$ cat src/rtl/hazard_control_unit_if.sv
// Hazard control bundle: ID/EX hazard inputs from the pipeline, hold/flush controls back to it.
interface hazard_control_unit_if #(
   parameter int unsigned CNT_W = 16
) ();

   logic [4:0]       rs1_address_id_i;
   logic [4:0]       rs2_address_id_i;
   logic             rs1_in_use_i;
   logic             rs2_in_use_i;
   logic [4:0]       rd_address_ex_i;
   logic             mem_read_ex_i;
   logic             branch_taken_ex_i;
   logic             mdu_start_i;
   logic             mdu_done_i;

   logic             pc_en_o;
   logic             if_id_en_o;
   logic             stall_o;
   logic             id_ex_flush_o;
   logic             if_id_flush_o;
   logic             mdu_timeout_o;
   logic [CNT_W-1:0] stall_cycles_o;

   // Pipeline side: drives hazard sources, consumes controls.
   modport master (
      output rs1_address_id_i, rs2_address_id_i, rs1_in_use_i, rs2_in_use_i,
      output rd_address_ex_i, mem_read_ex_i, branch_taken_ex_i,
      output mdu_start_i, mdu_done_i,
      input  pc_en_o, if_id_en_o, stall_o, id_ex_flush_o, if_id_flush_o,
      input  mdu_timeout_o, stall_cycles_o
   );

   // Hazard unit side.
   modport slave (
      input  rs1_address_id_i, rs2_address_id_i, rs1_in_use_i, rs2_in_use_i,
      input  rd_address_ex_i, mem_read_ex_i, branch_taken_ex_i,
      input  mdu_start_i, mdu_done_i,
      output pc_en_o, if_id_en_o, stall_o, id_ex_flush_o, if_id_flush_o,
      output mdu_timeout_o, stall_cycles_o
   );

endinterface

$ cat src/rtl/hazard_control_unit.sv
// Pipeline hold/flush generation: load-use bubbles, branch squash, multi-cycle MDU
// sequencing with a watchdog, and a saturating stall-cycle counter.
module hazard_control_unit #(
   parameter int unsigned MDU_TIMEOUT = 64,
   parameter int unsigned CNT_W       = 16
) (
   input  logic                  clk,
   input  logic                  reset,
   hazard_control_unit_if.slave  hcu
);

   localparam int unsigned       TO_W    = $clog2(MDU_TIMEOUT) + 1;
   localparam logic [TO_W-1:0]   TO_LAST = TO_W'(MDU_TIMEOUT - 1);
   localparam logic [CNT_W-1:0]  CNT_MAX = '1;

   typedef enum logic [0:0] {
      ST_RUN,
      ST_MDU_WAIT
   } state_t;

   state_t            state_q;
   state_t            state_d;
   logic [TO_W-1:0]   to_cnt_q;
   logic [TO_W-1:0]   to_cnt_d;
   logic              timeout_q;
   logic              timeout_d;
   logic [CNT_W-1:0]  stall_cnt_q;

   logic              luh_c;
   logic              rs1_hit_c;
   logic              rs2_hit_c;
   logic              pc_en_c;
   logic              if_id_en_c;
   logic              stall_c;
   logic              id_ex_flush_c;
   logic              if_id_flush_c;

   // A load writing x0 never creates a real dependency.
   assign rs1_hit_c = hcu.rs1_in_use_i && (hcu.rs1_address_id_i == hcu.rd_address_ex_i);
   assign rs2_hit_c = hcu.rs2_in_use_i && (hcu.rs2_address_id_i == hcu.rd_address_ex_i);
   assign luh_c     = hcu.mem_read_ex_i && (hcu.rd_address_ex_i != 5'd0) && (rs1_hit_c || rs2_hit_c);

   // State, watchdog, sticky error and performance counter.
   always_ff @(posedge clk) begin
      if (!reset) begin
         state_q     <= ST_RUN;
         to_cnt_q    <= '0;
         timeout_q   <= 1'b0;
         stall_cnt_q <= '0;
      end else begin
         state_q   <= state_d;
         to_cnt_q  <= to_cnt_d;
         timeout_q <= timeout_d;
         if (!pc_en_c && (stall_cnt_q != CNT_MAX)) begin
            stall_cnt_q <= stall_cnt_q + CNT_W'(1);
         end
      end
   end

   // Next state and Mealy controls; everything is held low while in reset.
   always_comb begin
      state_d       = state_q;
      to_cnt_d      = to_cnt_q;
      timeout_d     = timeout_q;
      pc_en_c       = 1'b0;
      if_id_en_c    = 1'b0;
      stall_c       = 1'b0;
      id_ex_flush_c = 1'b0;
      if_id_flush_c = 1'b0;

      if (reset) begin
         case (state_q)
            ST_RUN: begin
               if (hcu.branch_taken_ex_i) begin
                  // The ID instruction is squashed, so any load-use on it is moot.
                  pc_en_c       = 1'b1;
                  if_id_en_c    = 1'b1;
                  stall_c       = 1'b1;
                  id_ex_flush_c = 1'b1;
                  if_id_flush_c = 1'b1;
               end else if (hcu.mdu_start_i) begin
                  if (hcu.mdu_done_i) begin
                     pc_en_c    = 1'b1;
                     if_id_en_c = 1'b1;
                     stall_c    = 1'b1;
                  end else begin
                     state_d  = ST_MDU_WAIT;
                     to_cnt_d = '0;
                  end
               end else if (luh_c) begin
                  stall_c       = 1'b1;
                  id_ex_flush_c = 1'b1;
               end else begin
                  pc_en_c    = 1'b1;
                  if_id_en_c = 1'b1;
                  stall_c    = 1'b1;
               end
            end

            ST_MDU_WAIT: begin
               to_cnt_d = to_cnt_q + TO_W'(1);
               if (hcu.mdu_done_i) begin
                  pc_en_c    = 1'b1;
                  if_id_en_c = 1'b1;
                  stall_c    = 1'b1;
                  state_d    = ST_RUN;
               end else if (to_cnt_q == TO_LAST) begin
                  // Watchdog: release the pipeline and latch the error.
                  pc_en_c    = 1'b1;
                  if_id_en_c = 1'b1;
                  stall_c    = 1'b1;
                  timeout_d  = 1'b1;
                  state_d    = ST_RUN;
               end
            end

            default: begin
               state_d = ST_RUN;
            end
         endcase
      end
   end

   assign hcu.pc_en_o        = pc_en_c;
   assign hcu.if_id_en_o     = if_id_en_c;
   assign hcu.stall_o        = stall_c;
   assign hcu.id_ex_flush_o  = id_ex_flush_c;
   assign hcu.if_id_flush_o  = if_id_flush_c;
   assign hcu.mdu_timeout_o  = timeout_q;
   assign hcu.stall_cycles_o = stall_cnt_q;

endmodule

$ cat src/flat_wrapper.sv
// flat-port wrapper written by rule: the top's interface ports become plain ports
module hazard_control_unit_flat 
#(
   parameter int unsigned MDU_TIMEOUT = 64,
   parameter int unsigned CNT_W       = 16
)
  (clk, reset, hcu_rs1_address_id_i, hcu_rs2_address_id_i, hcu_rs1_in_use_i, hcu_rs2_in_use_i, hcu_rd_address_ex_i, hcu_mem_read_ex_i, hcu_branch_taken_ex_i, hcu_mdu_start_i, hcu_mdu_done_i, hcu_pc_en_o, hcu_if_id_en_o, hcu_stall_o, hcu_id_ex_flush_o, hcu_if_id_flush_o, hcu_mdu_timeout_o, hcu_stall_cycles_o);
  hazard_control_unit_if #(.CNT_W(CNT_W)) hcu_i ();
  input  logic clk;
  input  logic reset;
  input wire logic [$bits(hcu_i.rs1_address_id_i)-1:0] hcu_rs1_address_id_i;
  input wire logic [$bits(hcu_i.rs2_address_id_i)-1:0] hcu_rs2_address_id_i;
  input wire logic [$bits(hcu_i.rs1_in_use_i)-1:0] hcu_rs1_in_use_i;
  input wire logic [$bits(hcu_i.rs2_in_use_i)-1:0] hcu_rs2_in_use_i;
  input wire logic [$bits(hcu_i.rd_address_ex_i)-1:0] hcu_rd_address_ex_i;
  input wire logic [$bits(hcu_i.mem_read_ex_i)-1:0] hcu_mem_read_ex_i;
  input wire logic [$bits(hcu_i.branch_taken_ex_i)-1:0] hcu_branch_taken_ex_i;
  input wire logic [$bits(hcu_i.mdu_start_i)-1:0] hcu_mdu_start_i;
  input wire logic [$bits(hcu_i.mdu_done_i)-1:0] hcu_mdu_done_i;
  output wire logic [$bits(hcu_i.pc_en_o)-1:0] hcu_pc_en_o;
  output wire logic [$bits(hcu_i.if_id_en_o)-1:0] hcu_if_id_en_o;
  output wire logic [$bits(hcu_i.stall_o)-1:0] hcu_stall_o;
  output wire logic [$bits(hcu_i.id_ex_flush_o)-1:0] hcu_id_ex_flush_o;
  output wire logic [$bits(hcu_i.if_id_flush_o)-1:0] hcu_if_id_flush_o;
  output wire logic [$bits(hcu_i.mdu_timeout_o)-1:0] hcu_mdu_timeout_o;
  output wire logic [$bits(hcu_i.stall_cycles_o)-1:0] hcu_stall_cycles_o;
  assign hcu_i.rs1_address_id_i = hcu_rs1_address_id_i;
  assign hcu_i.rs2_address_id_i = hcu_rs2_address_id_i;
  assign hcu_i.rs1_in_use_i = hcu_rs1_in_use_i;
  assign hcu_i.rs2_in_use_i = hcu_rs2_in_use_i;
  assign hcu_i.rd_address_ex_i = hcu_rd_address_ex_i;
  assign hcu_i.mem_read_ex_i = hcu_mem_read_ex_i;
  assign hcu_i.branch_taken_ex_i = hcu_branch_taken_ex_i;
  assign hcu_i.mdu_start_i = hcu_mdu_start_i;
  assign hcu_i.mdu_done_i = hcu_mdu_done_i;
  assign hcu_pc_en_o = hcu_i.pc_en_o;
  assign hcu_if_id_en_o = hcu_i.if_id_en_o;
  assign hcu_stall_o = hcu_i.stall_o;
  assign hcu_id_ex_flush_o = hcu_i.id_ex_flush_o;
  assign hcu_if_id_flush_o = hcu_i.if_id_flush_o;
  assign hcu_mdu_timeout_o = hcu_i.mdu_timeout_o;
  assign hcu_stall_cycles_o = hcu_i.stall_cycles_o;
  hazard_control_unit #(.MDU_TIMEOUT(MDU_TIMEOUT), .CNT_W(CNT_W)) u_core (.clk(clk), .reset(reset), .hcu(hcu_i));
endmodule
$ cat config.mk
export PLATFORM = sky130hd
export DESIGN_NAME = hazard_control_unit_flat
export DESIGN_NICKNAME = d
export VERILOG_FILES = /design/src/rtl/hazard_control_unit_if.sv /design/src/rtl/hazard_control_unit.sv /design/src/flat_wrapper.sv
export SDC_FILE = /design/constraint.sdc
export NUM_CORES = 1
export LEC_CHECK = 0
export CAP_MARGIN = 25
export CORE_MARGIN = 2
export CORE_UTILIZATION = 40
export CTS_CLUSTER_DIAMETER = 200
export DETAILED_ROUTE_END_ITERATION = 10
export DONT_BUFFER_PORTS = 1
export GPL_ROUTABILITY_DRIVEN = 0
export HOLD_SLACK_MARGIN = 0.15
export PLACE_DENSITY_LB_ADDON = 0.15
export SYNTH_ARGS = -nofsm -noshare
export SYNTH_HDL_FRONTEND = slang
export SYNTH_SLANG_ARGS = --single-unit
$ cat constraint.sdc
create_clock -name clk -period 3.93 [get_ports clk]
set_input_delay 0.5895 -clock clk [delete_from_list [all_inputs] [get_ports clk]]
set_output_delay 0.5895 -clock clk [all_outputs]
set_load 0.005 [all_outputs]
Yosys cells after proc, flatten, opt, wreduce, memory -nomap -nowiden:

Cells that the tools add are included.

* reductions and logical operators: 10
* eq/ne operators: 7
* bitwise logic cells: 2
* mux-type cells: 30
* $add $sub $neg: 2

Operator list (count)
* 2-to-1 mux 1 bit: 23
* 2-to-1 mux 7 bit: 3
* adder 16 x 1 -> 16 bit, second input constant: 1
* != test 16 bit, second input constant: 1
* case mux 7 bit (2 select lines): 1
* equality test 5 bit: 2
* adder 7 x 1 -> 7 bit, second input constant: 1
* equality test 7 x 6 -> 1 bit, second input constant: 1
* != test 2 bit, second input constant: 3
* case mux 1 bit (2 select lines): 3
* AND reduction 3 bit: 2
* logical AND 1 bit: 5
* nonzero test 5 bit: 1
* NOT 1 bit: 2
* zero test 1 bit: 1
* logical OR 1 bit: 1

* output and inout bits: 22
* bits of input ports: 23
* bits in registers: 25
* logic and storage cells: 55

Depth between registers and ports, before layout:

* depth after elaboration: 11
* depth in mapped cells: 7

Least setup slack after synthesis:

Ideal clock, no wire load.

* kind: input -> output
* start point: input port hcu_mdu_done_i
* end point: output port hcu_pc_en_o
* setup slack: 1.614 ns
* stages on the path: 6
* path buffers: 2
* arrival time: 1.727 ns
* cell sequence: or4b_1 -> buf_2 -> nand2_1 -> a21oi_1 -> o31a_1 -> buf_4

* word-level cells in the longest chain between the ends: 5
* elaborated cells on any way between the ends: 6

RTL lines
* start: declaration: line flat_wrapper.sv:19 `input wire logic [$bits(hcu_i.mdu_done_i)-1:0] hcu_mdu_done_i;`
* 2-to-1 mux 1 bit (3 in a row)
* case mux 1 bit (2 select lines) (*)
* 2-to-1 mux 1 bit (*)
* end: declaration: line flat_wrapper.sv:20 `output wire logic [$bits(hcu_i.pc_en_o)-1:0] hcu_pc_en_o;`

Every way passes the cells marked *; elsewhere a longest branch is shown, timed or not.

Worst setup path in the final report:

* start point: register u_core.to_cnt_q[0]
* end point: output port hcu_if_id_en_o

* word-level cells in the longest chain between the ends: 5

RTL lines
* start: declaration: line hazard_control_unit.sv:23 `logic [TO_W-1:0] to_cnt_q;`
* start signal: assignment: line hazard_control_unit.sv:52 `to_cnt_q <= to_cnt_d;`
* equality test 7 x 6 -> 1 bit: line hazard_control_unit.sv:107 `end else if (to_cnt_q == TO_LAST) begin`
* 2-to-1 mux 1 bit: line hazard_control_unit.sv:107
* 2-to-1 mux 1 bit: line hazard_control_unit.sv:102 `if (hcu.mdu_done_i) begin`
* case mux 1 bit (2 select lines): line hazard_control_unit.sv:72 `case (state_q)`
* 2-to-1 mux 1 bit: line hazard_control_unit.sv:71 `if (reset) begin`
* end: declaration: line flat_wrapper.sv:21 `output wire logic [$bits(hcu_i.if_id_en_o)-1:0] hcu_if_id_en_o;`

No other way between the ends.

==> metrics <==
worst rel slew slack 0.648; row count 21; average size of a mapped cell 8.20 um^2; most frequent cell after synthesis dfxtp_1; worst-case clock buffer depth 2; Layout Utilization 0.438; top layer in use met4; Yosys warning total 0; area delta synth->final 3.94%; later-pin clock latency in the skew report 0.31 ns; CP startpoint kind flop; WHS Path Cells 1; DRC 0; Final Cycle Share 0.674; initial antenna violation count 0; prevailing post-synth register cell dfxtp_1; vias per inst slightly below 6; routed vias 1258; Yosys top cell area share 0.351; layout cell share with drive strength beyond 1 0.0814; global-route wire length before repair between 5000 and 6000 um; number of H-tree levels 1; routed wl met3 between 200 and 300 um; PwrDens roughly 280 nW/um^2; Syn Inst Count 174; critical path data arrival time ~2 ns; antenna-violating nets left 0; reg-to-reg startpoint u_core.state_q; Initial Util 0.421; leakage power approximately 0.41 nW; Worst Clk Skew 0.00370 ns; DP Wirelength 2460 um; Tightest Pin Transition 0.525 ns; number of global-route vias before repair 1218; cell area after synthesis ~1400 um^2; CTS tree done; hold crit path type in2reg; Worst R2R Path Depth 6; Hold Fails Final Rpt 0; Clock Tree Root clkbuf_4; Total GRT Usage 0.166; critical path type reg2out; Initial DRT Pass Iterations 4; crit path time final 2.65 ns; Die W 63.7 um; Core ar. 3390 um^2; ys async rst share 0; max cap viols 0; DR WL/cell 14.7 um; # diodes 0; Slew Limit Fails 0; Die Height 63.7 um; crit path launch u_core.to_cnt_q[0]; Hold Slack 0.329 ns; Post-synth top cells dfxtp_1, nand2_1, a21oi_1; IR drop worst, VDD 0.210 mV; clock sinks 25; M1 wire length 1420 um; sequential area share after synthesis 0.351; unrepaired setup endpoints after global routing false; Inserted Clock Buffers 3; full die area 4060 um^2; clock transition at the registers of the reported paths 0.13 ns; CP endpoint kind primary output; Final nets roughly 200; DRT iter0 DRCs 60; pin count of the biggest net entering global routing 20; PostCTS Resize Cnt 0; GRT Residual Overflow 0; Synth area leaders dfxtp_1, xnor2_1, a21oi_1, nand2_1, nand4_1; Mapped Nets 199; CP Data Required Time 3.34 ns; DR WL met2 1500 um; Seq cells post-synth 25; Routed WL 3200 um; Setup violations, final 0; Max FO, Critical Path 4; Fin Setup TNS 0 ns; Synth area leader dfxtp_1; maximum achievable frequency 378 MHz; # port buffers 0; status finished clean; Setup Buffers After CTS 0; Power, Total about 0.42 mW; hold buffer count at CTS 0; I/O pins 45; Worst Hold Launch hcu_mdu_done_i; number of synthesized flops with an enable pin 0; count of cell types in the netlist 43
[placed cells by master (no fill, tap or decap), types with 2 or more instances in the layout]
master	n
dfxtp_1	25
nand2_1	16
a21oi_1	15
nor2_1	14
xnor2_1	13
nand4_1	9
or3_1	9
o21ai_0	7
nand3_1	5
mux2i_1	5
or2_2	4
nor3_1	4
inv_1	4
or4_1	3
nor4_1	3
clkbuf_4	3
nor2b_1	2
a211oi_2	2
o31ai_1	2
o211ai_1	2
xor2_1	2
nand2b_1	2
ha_1	2
[flip-flops by register name (all words and copies together), names as in the netlist]
| name | count |
|---|---|
| u_core.hcu.mdu_timeout_o | 1 |
| u_core.state_q | 1 |
| u_core.to_cnt_q | 7 |
| u_core.hcu.stall_cycles_o | 16 |
[worst max-delay path, cell delays in order, from the launching register on]
cell and delay, ns:
dfxtp_1 0.40, ha_1 0.22, nand4b_1 0.14, or2_2 0.31
a21oi_1 0.35, o31a_1 0.32
[final timing paths]
kind                                   endpoint  slack (ns)
hold reg to reg        u_core.hcu.mdu_timeout_o        0.52
setup reg to reg  u_core.hcu.stall_cycles_o[10]        1.55
hold / removal                   u_core.state_q        0.33
setup / recovery                 hcu_if_id_en_o        1.28
[routing by layer]
| metal | up-vias | global-route usage |
|---|---|---|
| met3 | 4 | 0.0599 |
| met4 | 0 | 0.0489 |
| met5 | - | 0 |
| li1 | 629 | - |
| met2 | 49 | 0.270 |
| met1 | 576 | 0.207 |
[cell type report]
cell class / count / area [um^2]
inverters: 5 / 18.8
well taps: 46 / 57.6
multi-input cells: 138 / 881
clock buffers: 4 / 26.3
fillers: 342 / 1910
flip-flops and latches: 25 / 500
[stage by stage]
step | setup WS, ns | instance area [um^2] | cells
floorplan | 1.61 | 1430 | 174
global placement | 1.53 | 1460 | 214
detailed placement | 1.48 | 1460 | 214
CTS | 1.24 | 1480 | 218
global route | 1.09 | 1480 | 218
finish | 1.28 | 1480 | 218
[where the power goes]
part / internal (mW) / leakage (nW) / switching, mW
combinational: 0.0203 / 0.194 / 0.0232
sequential: 0.257 / 0.202 / 0.00724
clock: 0.0397 / 0.0150 / 0.0739
total: 0.317 / 0.411 / 0.104
[kinds of logic (layout without fill, tap and decap cells)]
logic type,count (synthesis),count (layout),synth area share
muxes,5,5,0.0351
and+or+nand+nor,78,78,0.295
adders and majority gates,2,2,0.0175
xor gates and xnor gates,15,15,0.0920
AOI/OAI and AO/OA,38,38,0.177
buffers and inverters,11,9,0.0324
DFF,25,25,0.351
Power figures use the tool's default switching activity.
==> variant: new RTL, same flow settings <==
`CNT_W` is set to 16 in 3 places; all go to 18.
--- a/src/rtl/hazard_control_unit_if.sv
+++ b/src/rtl/hazard_control_unit_if.sv
@@ -1,6 +1,6 @@
 // Hazard control bundle: ID/EX hazard inputs from the pipeline, hold/flush controls back to it.
 interface hazard_control_unit_if #(
-   parameter int unsigned CNT_W = 16
+   parameter int unsigned CNT_W = 18
 ) ();
 
    logic [4:0]       rs1_address_id_i;
--- a/src/rtl/hazard_control_unit.sv
+++ b/src/rtl/hazard_control_unit.sv
@@ -2,7 +2,7 @@
 // sequencing with a watchdog, and a saturating stall-cycle counter.
 module hazard_control_unit #(
    parameter int unsigned MDU_TIMEOUT = 64,
-   parameter int unsigned CNT_W       = 16
+   parameter int unsigned CNT_W       = 18
 ) (
    input  logic                  clk,
    input  logic                  reset,
--- a/src/flat_wrapper.sv
+++ b/src/flat_wrapper.sv
@@ -2,7 +2,7 @@
 module hazard_control_unit_flat 
 #(
    parameter int unsigned MDU_TIMEOUT = 64,
-   parameter int unsigned CNT_W       = 16
+   parameter int unsigned CNT_W       = 18
 )
   (clk, reset, hcu_rs1_address_id_i, hcu_rs2_address_id_i, hcu_rs1_in_use_i, hcu_rs2_in_use_i, hcu_rd_address_ex_i, hcu_mem_read_ex_i, hcu_branch_taken_ex_i, hcu_mdu_start_i, hcu_mdu_done_i, hcu_pc_en_o, hcu_if_id_en_o, hcu_stall_o, hcu_id_ex_flush_o, hcu_if_id_flush_o, hcu_mdu_timeout_o, hcu_stall_cycles_o);
   hazard_control_unit_if #(.CNT_W(CNT_W)) hcu_i ();
Interface: changed (resized hcu_stall_cycles_o); port bits go from 45 to 47. No check against the original RTL was run, so the function may have changed too.
==> variant against the unedited design <==
- routed wire length fell by 5.8%
- setup slack improved by 93 ps
- total power rose by 16%
- area after synthesis rose by 9.0%
- critical path depth rose by 2
- final area rose by 8.4%
- cell count fell by 0.92%
- clock skew rose by 2.5 ps
- sequential cell count rose by 2
==> variant: results (changes against the unedited design) <==
| Metric | Value |
|---|---|
| Status | finished clean |
| Via-per-instance ratio | 5.514 (-4.4%) |
| Met2 routed WL | 1.534 mm (+2.5%) |
| Non-Filler Instances | 216 (-0.92%) |
| XOR/XNOR share of the synthesized area | 7.315% (-1.9 points) |
| Syn Std Cell Area | 1556 um2 (+9.0%) |
| 1st-iter DRT viols | 66 (+10%) |
| Peak fanout along the critical path | 3 (-1) |
| Hpwl dp | 2.211 mm (-9.9%) |
| Power per standard cell area | 304.6 nW/um2 (+7.2%) |
| Switching power | 0.1185 mW (+14%) |
| FF+latch area | 540.5 um2 (+8.0%) |
| Seq. pwr | 0.283 mW (+7%) |
| Synth Area in Compound Gates | 9.244% (-8.5 points) |
| Post-CTS Setup Bufs | 0 (unchanged) |
| Finished Cell Area | 1609 um2 (+8.4%) |
| Root Driver | clkbuf_8 |
| Final clock-cell share | 3.033% (+1.3 points) |
| Fill cells | 372 (+8.8%) |
| CLK BUF | 3 (-1) |
| Clock Latency Late Sink | 280 ps (-30 ps) |
| GRT Util Overall | 14.00% (-2.6 points) |
| Clk pwr share | 33.9% (+7.0 points) |
| Clk pin slew, worst setup/hold paths | 100 ps (-30 ps) |
| Maximum VDD drop | 0.1300 mV (-38%) |
| Inverters | 1 (-4) |
| Num sequential | 27 (+8.0%) |
| Met2 Use GR | 24.25% (-2.7 points) |
| Commonest cells in the netlist | dfxtp_1, nand2_1, mux2i_1 |
| Metal3 WL | 113 um (-55%) |
| Largest cells by area after synthesis | dfxtp_1, mux2i_1, nand2_1 |
| Post-Syn Nets | 197 (-1.0%) |
| Area of the multi-input gates | 955.9 um2 (+8.5%) |
| Adder-Cell Fraction of Synth Area | 1.608% (-0.15 points) |
| Clock skew | 6.166 ps (+2.465 ps) |
| Vias in the first global route | 1078 (-11%) |
| Arrival time at the worst endpoint | 1960 ps (-100 ps) |
| R2r setup slk | 1780 ps (+230 ps) |
| Dpl ws | 1598 ps (+116.9 ps) |
| Seq/Total Area, Yosys | 34.73% (-0.33 points) |
| Routing usage on met3 | 3.066% (-2.9 points) |
| CP delay by family, top | simple AND/OR/NAND/NOR gates |
| Dpl cells | 212 (-0.93%) |
| Hold Slack | 378.3 ps (+49.37 ps) |
| Crit path largest cell delay | 500 ps (+100 ps) |
| Syn Inst Count | 172 (-1.1%) |
| Largest net degree at the start of global routing | 44 (+120%) |
| Post-synthesis mux area share | 10.29% (+6.8 points) |
| Comb_multi_in | 136 (-1.4%) |
| Global-route wire length before repair | 4.905 mm (-10%) |
| Slowest cell on the critical path | or4b_4 |
## variant: cell types whose count changed after synthesis, moves of 4 or more
cell,change
a21oi_1,-13
and3_1,+7
mux2i_1,+11
nand2_1,+11
nand2b_1,+12
nor2_1,-9
nor3_1,-4
o21ai_0,-5
or2_2,-4
or3_1,-7
## variant: worst register-to-register path, stage by stage (launching register included)
cell and delay (ps):
dfxtp_1 370, ha_1 240, and3_4 180, and3_1 250
a32oi_4 570, and4_1 300, mux2i_1 180
## variant: path summary, 6_finish.rpt
check,startpoint,endpoint,cells after the start
setup reg to reg,u_core.hcu.stall_cycles_o[0]$_SDFFE_PN0P_,u_core.hcu.stall_cycles_o[15]$_SDFFE_PN0P_,6
setup / recovery,u_core.to_cnt_q[0]$_SDFFE_PN0P_,hcu_pc_en_o,7
hold reg to reg,u_core.hcu.stall_cycles_o[12]$_SDFFE_PN0P_,u_core.hcu.stall_cycles_o[12]$_SDFFE_PN0P_,2
hold / removal,hcu_mdu_done_i,u_core.state_q$_SDFF_PN0_,1
